`config.mk`:
```
export PLATFORM = sky130hd
export DESIGN_NAME = dma_addr_gen
export DESIGN_NICKNAME = d
export VERILOG_FILES = /design/src/rtl/dma_addr_gen.sv
export SDC_FILE = /design/constraint.sdc
export NUM_CORES = 1
export LEC_CHECK = 0
export CAP_MARGIN = 10
export CORE_MARGIN = 3
export CORE_UTILIZATION = 48
export CTS_CLUSTER_SIZE = 40
export DETAILED_ROUTE_END_ITERATION = 12
export MAX_ROUTING_LAYER = met4
export PLACE_DENSITY = 0.84
export SLEW_MARGIN = 30
export SYNTH_ARGS = -nofsm -noshare
export SYNTH_HDL_FRONTEND = slang
export SYNTH_SLANG_ARGS = --single-unit
```
`constraint.sdc`:
```
create_clock -name clk_h -period 9.65 [get_ports clk_h]
set_input_delay 1.93 -clock clk_h [delete_from_list [all_inputs] [get_ports clk_h]]
set_output_delay 1.93 -clock clk_h [all_outputs]
set_load 0.02 [all_outputs]
```
`src/rtl/dma_addr_gen.sv`:
```
// rtl/dma_addr_gen.sv - multi-channel DMA address generator with base/stride/limit/count
//
// Each channel holds base, stride, wrap limit and a beat budget, and advances
// on its own step pulse. All channels update in the same cycle with no priority
// between them.
//
// Ports:
//   clk_h, rst_h      clock, asynchronous active-high reset
//   clear_addr        synchronous clear of every channel (IDLE, addr=0)
//   init_addr[i]      load channel i from the latch_* slices
//   add_addr[i]       step channel i (consumed only while ACTIVE)
//   latch_base/stride/limit  per-channel AW-bit slices, latch_count CW-bit slices
//   addr_out          registered current address per channel
//   addr_valid        channel ACTIVE
//   addr_last         current address is the final beat of a bounded transfer
//   addr_done         one-cycle pulse after the final beat is consumed
//   addr_wrap         one-cycle pulse after a step wrapped to base
module dma_addr_gen #(
  parameter int NUM_CH = 3,
  parameter int AW     = 8,
  parameter int CW     = 8
) (
  input  logic                 clk_h,
  input  logic                 rst_h,
  input  logic                 clear_addr,
  input  logic [NUM_CH-1:0]    init_addr,
  input  logic [NUM_CH-1:0]    add_addr,
  input  logic [NUM_CH*AW-1:0] latch_base,
  input  logic [NUM_CH*AW-1:0] latch_stride,
  input  logic [NUM_CH*AW-1:0] latch_limit,
  input  logic [NUM_CH*CW-1:0] latch_count,
  output logic [NUM_CH*AW-1:0] addr_out,
  output logic [NUM_CH-1:0]    addr_valid,
  output logic [NUM_CH-1:0]    addr_last,
  output logic [NUM_CH-1:0]    addr_done,
  output logic [NUM_CH-1:0]    addr_wrap
);

  typedef enum logic {IDLE = 1'b0, ACTIVE = 1'b1} state_t;

  for (genvar i = 0; i < NUM_CH; i++) begin : g_ch
    state_t        state_q, state_d;
    logic [AW-1:0] addr_q, addr_d;
    logic [AW-1:0] base_q, base_d;
    logic [AW-1:0] stride_q, stride_d;
    logic [AW-1:0] limit_q, limit_d;
    logic [CW-1:0] rem_q, rem_d;
    logic          bnd_q, bnd_d;
    logic          done_q, done_d;
    logic          wrap_q, wrap_d;
    logic [AW:0]   sum;

    // One extra bit so a step that carries out of AW still counts as
    // exceeding the limit instead of silently aliasing to a low address.
    assign sum = {1'b0, addr_q} + {1'b0, stride_q};

    always_ff @(posedge clk_h or posedge rst_h) begin
      if (rst_h) begin
        state_q  <= IDLE;
        addr_q   <= '0;
        base_q   <= '0;
        stride_q <= '0;
        limit_q  <= '0;
        rem_q    <= '0;
        bnd_q    <= 1'b0;
        done_q   <= 1'b0;
        wrap_q   <= 1'b0;
      end else begin
        state_q  <= state_d;
        addr_q   <= addr_d;
        base_q   <= base_d;
        stride_q <= stride_d;
        limit_q  <= limit_d;
        rem_q    <= rem_d;
        bnd_q    <= bnd_d;
        done_q   <= done_d;
        wrap_q   <= wrap_d;
      end
    end

    always_comb begin
      state_d  = state_q;
      addr_d   = addr_q;
      base_d   = base_q;
      stride_d = stride_q;
      limit_d  = limit_q;
      rem_d    = rem_q;
      bnd_d    = bnd_q;
      done_d   = 1'b0;
      wrap_d   = 1'b0;
      if (clear_addr) begin
        state_d = IDLE;
        addr_d  = '0;
      end else if (init_addr[i]) begin
        // Init wins over a same-cycle step and restarts an active channel.
        state_d  = ACTIVE;
        addr_d   = latch_base[i*AW +: AW];
        base_d   = latch_base[i*AW +: AW];
        stride_d = latch_stride[i*AW +: AW];
        limit_d  = latch_limit[i*AW +: AW];
        rem_d    = latch_count[i*CW +: CW];
        bnd_d    = (latch_count[i*CW +: CW] != '0);
      end else if (add_addr[i] && (state_q == ACTIVE)) begin
        if (bnd_q && (rem_q == CW'(1))) begin
          // Final beat consumed: address holds, channel stops itself.
          state_d = IDLE;
          rem_d   = '0;
          done_d  = 1'b1;
        end else begin
          if (sum > {1'b0, limit_q}) begin
            addr_d = base_q;
            wrap_d = 1'b1;
          end else begin
            addr_d = sum[AW-1:0];
          end
          if (bnd_q) rem_d = rem_q - CW'(1);
        end
      end
    end

    assign addr_out[i*AW +: AW] = addr_q;
    assign addr_valid[i]        = (state_q == ACTIVE);
    assign addr_last[i]         = (state_q == ACTIVE) && bnd_q && (rem_q == CW'(1));
    assign addr_done[i]         = done_q;
    assign addr_wrap[i]         = wrap_q;
  end

endmodule

```
Word level (Yosys, flattened, before mapping)
Cells that the tools add are included. Widths: inputs -> output; s select.

Bits of input ports: 105. Logic and storage cells: 148. Flip-flop bits (word level): 132. Output and inout port bits: 36.

Equal/unequal tests: 6. Add/subtract/negate cells: 6. Magnitude comparators: 3. Bitwise operators: 1. Reductions and logical operators: 39. Muxes and demuxes: 66.

Operators with widths (number): $mux 8 (27); $mux 1 (39); $add 8x8->9 (3); $gt 9x8->1 (3); $reduce_bool 3->1 (9); $eq 8x1->1 const B (3); $reduce_bool 8->1 (3); $sub 8x1->8 const B (3); $reduce_and 2->1 (9); $logic_and 1x1->1 (12); $ne 3x3->1 const B (3); $reduce_and 3->1 (3); $reduce_bool 2->1 (3); $not 1->1 (1).

Longest topological paths before layout
Word-level depth: 7. Depth in mapped cells: 15. Depth with buffers taken out: 14.

Worst setup path before layout
No wires, ideal clock.

Kind: flip-flop to output port. Start point: register g_ch[2].rem_q[3]. End point: output port addr_last[2]. Data required time: 7.720 ns. Setup slack: 6.147 ns. Cell stages (with the launch flop): 4. Data arrival time: 1.573 ns. Path buffers: 0. Cell sequence: dfrtp_1 > or4_1 > nor3_1 > and2_1.

Word-level cells in the longest chain between the ends: 2.

Ends and longest elaborated chain: start, declared (line 47) `logic [CW-1:0] rem_q, rem_d;`; start signal, assigned (line 74) `rem_q <= rem_d;`; $eq 8x1->1 (line 123) `assign addr_last[i] = (state_q == ACTIVE) && bnd_q && (rem_q == CW'(1));`; $logic_and 1x1->1 (line 123); end, declared (line 34) `output logic [NUM_CH-1:0] addr_last,`.

Every way passes these cells.

Worst setup path in the final report
Start point: register g_ch[0].rem_q[1]. End point: output port addr_last[0].

Word-level cells in the longest chain between the ends: 2.

Ends and longest elaborated chain (line): start, declared (47); start signal, assigned (74); $eq 8x1->1 (123); $logic_and 1x1->1 (123).

Every way passes these cells.

==> run_results.csv <==
group,metric,value,unit
outcome,status,"finished, final reports clean",
synth,synth_top_family_by_area,"simple AND/OR/NAND/NOR gates",
sta,rsz0062_at_grt,"no",
cts,root_buffer,"clkbuf_16",
cells_and_area,area_growth,26.5,%
cts,clockBufferDepth,2,
global_route,antenna_found_initial,0,
die,die_x,134,microns
route,drt-initial-drc-count,400,
hold_path,hold_path_depth,2,
die,core_area,0.0159,sq mm
die,start_util,49.2,%
hold_path,holdCritStartpoint,"g_ch[2].base_q[4]",
route,first_pass_iters,5,
global_route,grt.total_usage,22.8,%
power_and_ir_drop,vdd_drop_max,0.136,mV
power_and_ir_drop,seq_power_share,34.1,%
synth,synth_cells,878,
cts,post_cts.repair.setup_buffers,0,
cts,cts_tree,"built",
cts,hold_buffers,0,
cts,clock_latency,0.42,ns
synth,syn_area_per_cell,8.93,sq um
critical_path,crit_fanout,6,
synth,synth_cell_type_count,65,
synth,synthTopCellsByArea,"dfrtp_1 (42%), ha_1 (8.6%), nand2_1 (7.5%), o21ai_0 (4.8%), mux2_2 (2.9%)",
cells_and_area,fin_nets,1156,
critical_path,crit_family,"simple AND/OR/NAND/NOR gates",
critical_path,worstPathRequired,7.72,ns
critical_path,worstSetupPathType,"reg -> out",
cells_and_area,design_area,0.00991,sq mm
sta,worstMarginPinSlew,0.966,ns
run,cap_violations,0,
place,place.gp.congestion,0.914,
synth,syn-cell-area,0.00784,sq mm
cts,h-tree-depth,4,
critical_path,end_kind,"output port",
route,vias_per_cell,5.60,
power_and_ir_drop,clkPwrFrac,32.8,%
die,ios,141,
power_and_ir_drop,power_leakage,0.00441,uW
sta,clock_skew,0.00968,ns
sta,period_share,49.3,%
cts,cts_sinks,132,
synth,yosysSeqAreaShare,42.2,%
critical_path,r2r_start,"g_ch[0].addr_q[0]",
power_and_ir_drop,p_int,1350,uW
cells_and_area,fillers,1329,
power_and_ir_drop,power_frac_comb,33.1,%
sta,fmax,210,MHz
cts,clkTransAtPathRegs,0.06,ns
synth,netlist.area_leader.share,42.2,%
global_route,grt_pass1_vias,6841,
global_route,grt_max_degree,78,
route,wl,19.7,mm
cells_and_area,seq_area,0.00330,sq mm
die,die_h,134,microns
route,ant_nets,0,
power_and_ir_drop,switching_share,33.5,%
critical_path,crit_path_top_delay_cell,"nor4b_1",
route,drcViolationCount,0,
sta,slew_headroom,35.4,%
critical_path,r2r-end,"g_ch[0].addr_q[1]",
power_and_ir_drop,powerDensity,205,mW/mm^2
synth,syn_nets,1040,
place,dp_hpwl,14.1,mm
die,rows,46,
hold_path,holdPathEnd,"g_ch[2].base_q[4]",
route,wl_per_cell,16.1,microns
synth,synth_mux_area_share,4.02,%
sta,slew_viol_final,0,
cells_and_area,multi_input_area,0.00409,sq mm
synth,synth_compound_area_share,18.2,%
global_route,grt_overflow,0,
synth,yosysWarnings,0,
cts,cts_buffers,17,
cells_and_area,drive_gt1_share,7.85,%
synth,synth_top_cell_by_area,"dfrtp_1",
cts,cts_resized,0,
synth,ys_ff_latch,132,
critical_path,slowest_delay,0.74,ns
sta,setup-tns-final,0,ns
synth,synth_commonest_cells,"nand2_1 (156), dfrtp_1 (132), o21ai_0 (75)",
place,placed_cell_area,0.00930,sq mm
critical_path,crit_path_cell_trace,"inv_1 -> ha_1 -> nand4bb_1 -> nor4b_1 -> and2_1 -> clkdlybuf4s50_1",
cells_and_area,diodes,0,
sta,setup-violations-final,0,
global_route,grt_pass1_wl,32.5,mm
sta,hold_violations,0,
route,via_count,6853,
power_and_ir_drop,netSwitchingPower,682,uW
hold_path,hp-class,"reg -> reg",
synth,ys.flop_type,"dfrtp_1",
synth,synth-simple-area-share,19.3,%
synth,synthArstFlopShare,100,%
critical_path,critPathLaunchType,"flop",
critical_path,ff2ff_path_depth,13,
critical_path,reg2reg_slack,5.66,ns
place,portBuffers,140,
critical_path,cp.buffers_inverters,2,
critical_path,cp.arrival,2.83,ns
synth,yosysMostFrequentCell,"nand2_1",
synth,synth_xor_area_share,0.894,%
synth,synth-edff-count,0,
sta,layout_min_cycle_time,4.76,ns
die,dieArea,0.0179,sq mm
synth,synthAdderAreaFrac,9.39,%
## power groups by stage
stage | combinational (uW) | clock, uW | sequential, uW
3_3_place_gp | 630 | 0 | 700
2_1_floorplan | 453 | 0 | 702
3_5_place_dp | 653 | 0 | 702
4_1_cts | 667 | 677 | 694
6_report | 674 | 667 | 694
5_1_grt | 751 | 705 | 705
## through the flow
stage	util, %	total power [uW]	cells	hold WS, ns	setup slack [ns]
CTS	62.1	2040	1223	0.477	4.85
global placement	58.2	1330	1191	0.457	5.07
floorplan	-	1160	878	0.445	4.19
finish	62.2	2040	1223	0.479	4.89
global route	62.2	2160	1223	0.510	4.65
detailed placement	58.3	1360	1191	0.463	4.88
## flip-flops by register name (all words and copies together), names as in the netlist
name,flops
g_ch.rem_q,24
g_ch.state_q,3
g_ch.done_q,3
g_ch.limit_q,24
g_ch.base_q,24
g_ch.bnd_q,3
g_ch.wrap_q,3
g_ch.stride_q,24
g_ch.addr_q,24
## layout by cell type (no fill, tap or decap), types with 4 or more instances in the layout
master           synthesis  layout
nand2_1                156     156
clkdlybuf4s50_1          0     139
dfrtp_1                132     132
o21ai_0                 75      75
nor2_1                  57      57
ha_1                    54      54
inv_1                   54      53
a21oi_1                 41      41
a31oi_1                 20      20
mux2_2                  20      20
nor4_1                  18      17
clkbuf_16                0      17
nor3_1                  14      14
a211oi_1                13      13
nand3_1                 12      12
nand4_1                 12      12
or2_2                   10      10
o211ai_1                10      10
o21a_1                   9       9
mux2i_1                  9       9
o31ai_1                 10       9
xnor2_1                  7       7
a22oi_1                  7       7
nand2b_1                 6       6
o21ai_1                  6       6
a21o_1                   6       6
a32oi_1                  6       6
o31a_1                   5       5
and2_1                   5       5
and4_1                   4       4
a221o_1                  4       4
nor3b_1                  4       4
clkinvlp_4               0       4
## tightest hold or removal path: cells and delay by family (launching register included)
family	cells	cell delay (ns)
AND/OR/NAND/NOR	2	0.10
flip-flops	1	0.34
## cells by family (layout without fill, tap and decap cells)
family | count (synthesis) | count (layout)
XOR/XNOR | 8 | 8
AND/OR/NAND/NOR | 324 | 324
AO/OA/AOI/OAI | 227 | 227
flip-flops | 132 | 132
multiplexers | 29 | 29
buffers and inverters | 101 | 230
adder cells (fa/ha/maj) | 57 | 57
## metal layers
layer / share of wire, % / track usage, % / up-vias
met4: 1.1 / 7.26 / 0
met1: 44 / 29.0 / 3264
met2: 48 / 36.7 / 225
met3: 6.5 / 5.06 / 20
li1: - / - / 3344
met5: 0 / - / -
## final cells by class
class,instances,area share (%)
multi-input combinational,645,41.3
tap,216,2.73
timing repair buffer,144,14.4
clock inverter,12,1.54
sequential,132,33.3
inverter,54,2.09
clock buffer,20,4.61
## how the worst max path moves through the flow
| stage | startpoint | end | slack, ns | cells after the start |
|---|---|---|---|---|
| 2_1_floorplan | rst_h | g_ch[0].addr_q[0] | 4.19 | 1 |
| 3_3_place_gp | clear_addr | g_ch[2].addr_q[7] | 5.07 | 6 |
| 3_5_place_dp | clear_addr | g_ch[2].addr_q[7] | 4.88 | 6 |
| 4_1_cts | g_ch[0].rem_q[1] | addr_last[0] | 4.85 | 6 |
| 5_1_grt | g_ch[0].rem_q[1] | addr_last[0] | 4.65 | 6 |
| 6_report | g_ch[0].rem_q[1] | addr_last[0] | 4.89 | 6 |
(Power assumes the default switching activity.)
==> variant (same settings) <==
Change the parameter `CW` from 8 to 16.
--- a/src/rtl/dma_addr_gen.sv
+++ b/src/rtl/dma_addr_gen.sv
@@ -20,3 +20,3 @@
   parameter int AW     = 8,
-  parameter int CW     = 8
+  parameter int CW     = 16
 ) (
Interface: changed (resized latch_count); port bits go from 141 to 165. No check against the original RTL was run, so the function may have changed too.
==> variant against the original RTL <==
- routed wire length is 24% higher
- global-route usage grew 1.4 points
- clock power up 3.4%
- non-clock buffer count grew 27
- count of clock-buffer cells in the layout grew 1
- hold slack improved by 1.4 ps
- first-iteration DRC count rose by 8.3%
- worst setup slack lost 240 ps
- sequential cell count rose by 24
- via count grew 23%
- largest cell class unchanged
- total power is 23% higher
- design area is 17% higher
- synthesized area up 18%
==> variant: results (changes against the original RTL) <==
[layout]
largest_register = g_ch.rem_q
nFillCells = 1568  ; +18%
layout-drive-gt1-share_pct = 6.38  ; -1.5 points
largest_register_ffs = 48
antenna_cells = 0  ; unchanged

[power]
top_power_group = combinational cells
clkPwrFrac_pct = 27.5  ; -5.3 points
comb-power_uw = 961  ; +43%
ir_worst_vdd_mv = 0.149  ; +9.8%
p_leak_nw = 5.05  ; +15%
p_int_mw = 1.60  ; +18%
clk-power_uw = 690  ; +3.4%

[detailed_routing]
dr.pass1.iters = 7  ; +2
vias = 8448  ; +23%
vias_per_cell = 5.92  ; +5.7%
wl_per_cell_um = 17.1  ; +6.1%
drtIter0Drc = 433  ; +8.3%

[synthesis]
ys_types = 67  ; +3.1%
synth_warnings = 0  ; unchanged
synthArstFlopShare_pct = 100  ; unchanged
ys_seq_area_share_pct = 42.3  ; +0.19 points
syn_nets = 1234  ; +19%
synth_common_cells = 173 x nand2_1, 156 x dfrtp_1, 103 x o21ai_0
synthFlopType = dfrtp_1
avgSynthCellArea_um2 = 8.80  ; -1.4%
synthTopCellsByArea = dfrtp_1 42%, ha_1 7.3%, nand2_1 7.0%, o21ai_0 5.6%, a21oi_1 4.1%

[clock_network]
cts-root-buf = clkbuf_16
post_cts_resized = 0  ; unchanged
clockBufferDepth = 2  ; unchanged
clk_pin_slew_ps = 70
cts_max_level = 4  ; unchanged
clk_latency_ps = 430
cts_made_buffers = 17  ; unchanged
postCtsSetupRepairBufs = 0  ; unchanged

[hold_path]
hold_depth = 2  ; unchanged
hold_path.class = reg -> reg
hold_start = g_ch[2].base_q[1]

[global_routing]
first_global_vias = 8301  ; +21%
grt_max_degree = 90  ; +15%
gr-usage-all-layers_pct = 24.2  ; +1.4 points
antenna_found_initial = 0  ; unchanged
grt_pass1_wl_um = 40000  ; +23%

[placement]
finalWeightedCongestion = 0.921  ; +0.73%
place.port_buffers = 164  ; +17%
dpl.cell_count = 1393  ; +17%
dpl-instance-area_um2 = 10900  ; +18%
dp_hpwl_um = 17500  ; +24%

[setup_path]
crit_fanout = 8  ; +2
cp-startpoint = g_ch[2].rem_q[6]
reg2reg_depth = 14  ; +1
r2r_start = g_ch[0].addr_q[1]
crit_arrival_ps = 3070  ; +240 ps
reg2reg_slack_ps = 5500  ; -160 ps

[timing]
fin_skew_ps = 13.3  ; +3.66 ps
max_slew_margin_pct = 44.7  ; +9.3 points

[outcome]
status = completed

-- variant: path summary, 6_finish.rpt --
check / end
max: addr_last[2]
max reg2reg: g_ch[0].addr_q[1]
max in group asynchronous: g_ch[0].stride_q[7]
min in group asynchronous: g_ch[2].limit_q[3]
min reg2reg: g_ch[2].base_q[1]
min: g_ch[2].base_q[1]
-- variant: cells by family (layout without fill, tap and decap cells) --
group	Yosys count	in the layout	share of synthesized area [%]
and+or+nand+nor	362	362	18.8
buffers and inverters	116	260	5.39
muxes	30	30	3.47
AOI/OAI and AO/OA	313	313	20.7
adders and majority gates	57	57	7.98
DFF	156	156	42.3
xor gates and xnor gates	14	14	1.33
-- variant: layout make-up --
type,instances,area [um^2],share of cell area (%)
Clock buffer,21,470,4.07
Clock inverter,11,134,1.16
Inverter,57,219,1.89
Multi-Input combinational cell,776,4840,41.9
Sequential cell,156,3900,33.7
Tap cell,234,293,2.53
Timing Repair Buffer,171,1710,14.8
-- variant: stage by stage --
stage | total power, mW | hold slack [ps] | util, % | worst slack, ps
after detailed placement | 1.80 | 463 | 58.3 | 4980
after global routing | 2.67 | 497 | 61.7 | 4570
after CTS | 2.50 | 480 | 61.5 | 4660
after floorplan | 1.50 | 445 | - | 3510
final | 2.51 | 481 | 61.7 | 4650
after global placement | 1.76 | 458 | 58.3 | 5070
-- variant: worst max-delay path, stage by stage, from the launching register on --
cell	delay [ps]
dfrtp_1	430
or4_4	570
or3_4	380
nor4b_4	470
and2_1	190
clkdlybuf4s50_1	590
-- variant: routing by layer --
| layer | vias up | routed length [um] | track usage (%) |
|---|---|---|---|
| li1 | 3997 | - | - |
| met2 | 359 | 11700 | 39.0 |
| met5 | - | 0 | - |
| met1 | 4055 | 10500 | 30.8 |
| met4 | 0 | 382 | 7.41 |
| met3 | 37 | 1810 | 5.26 |
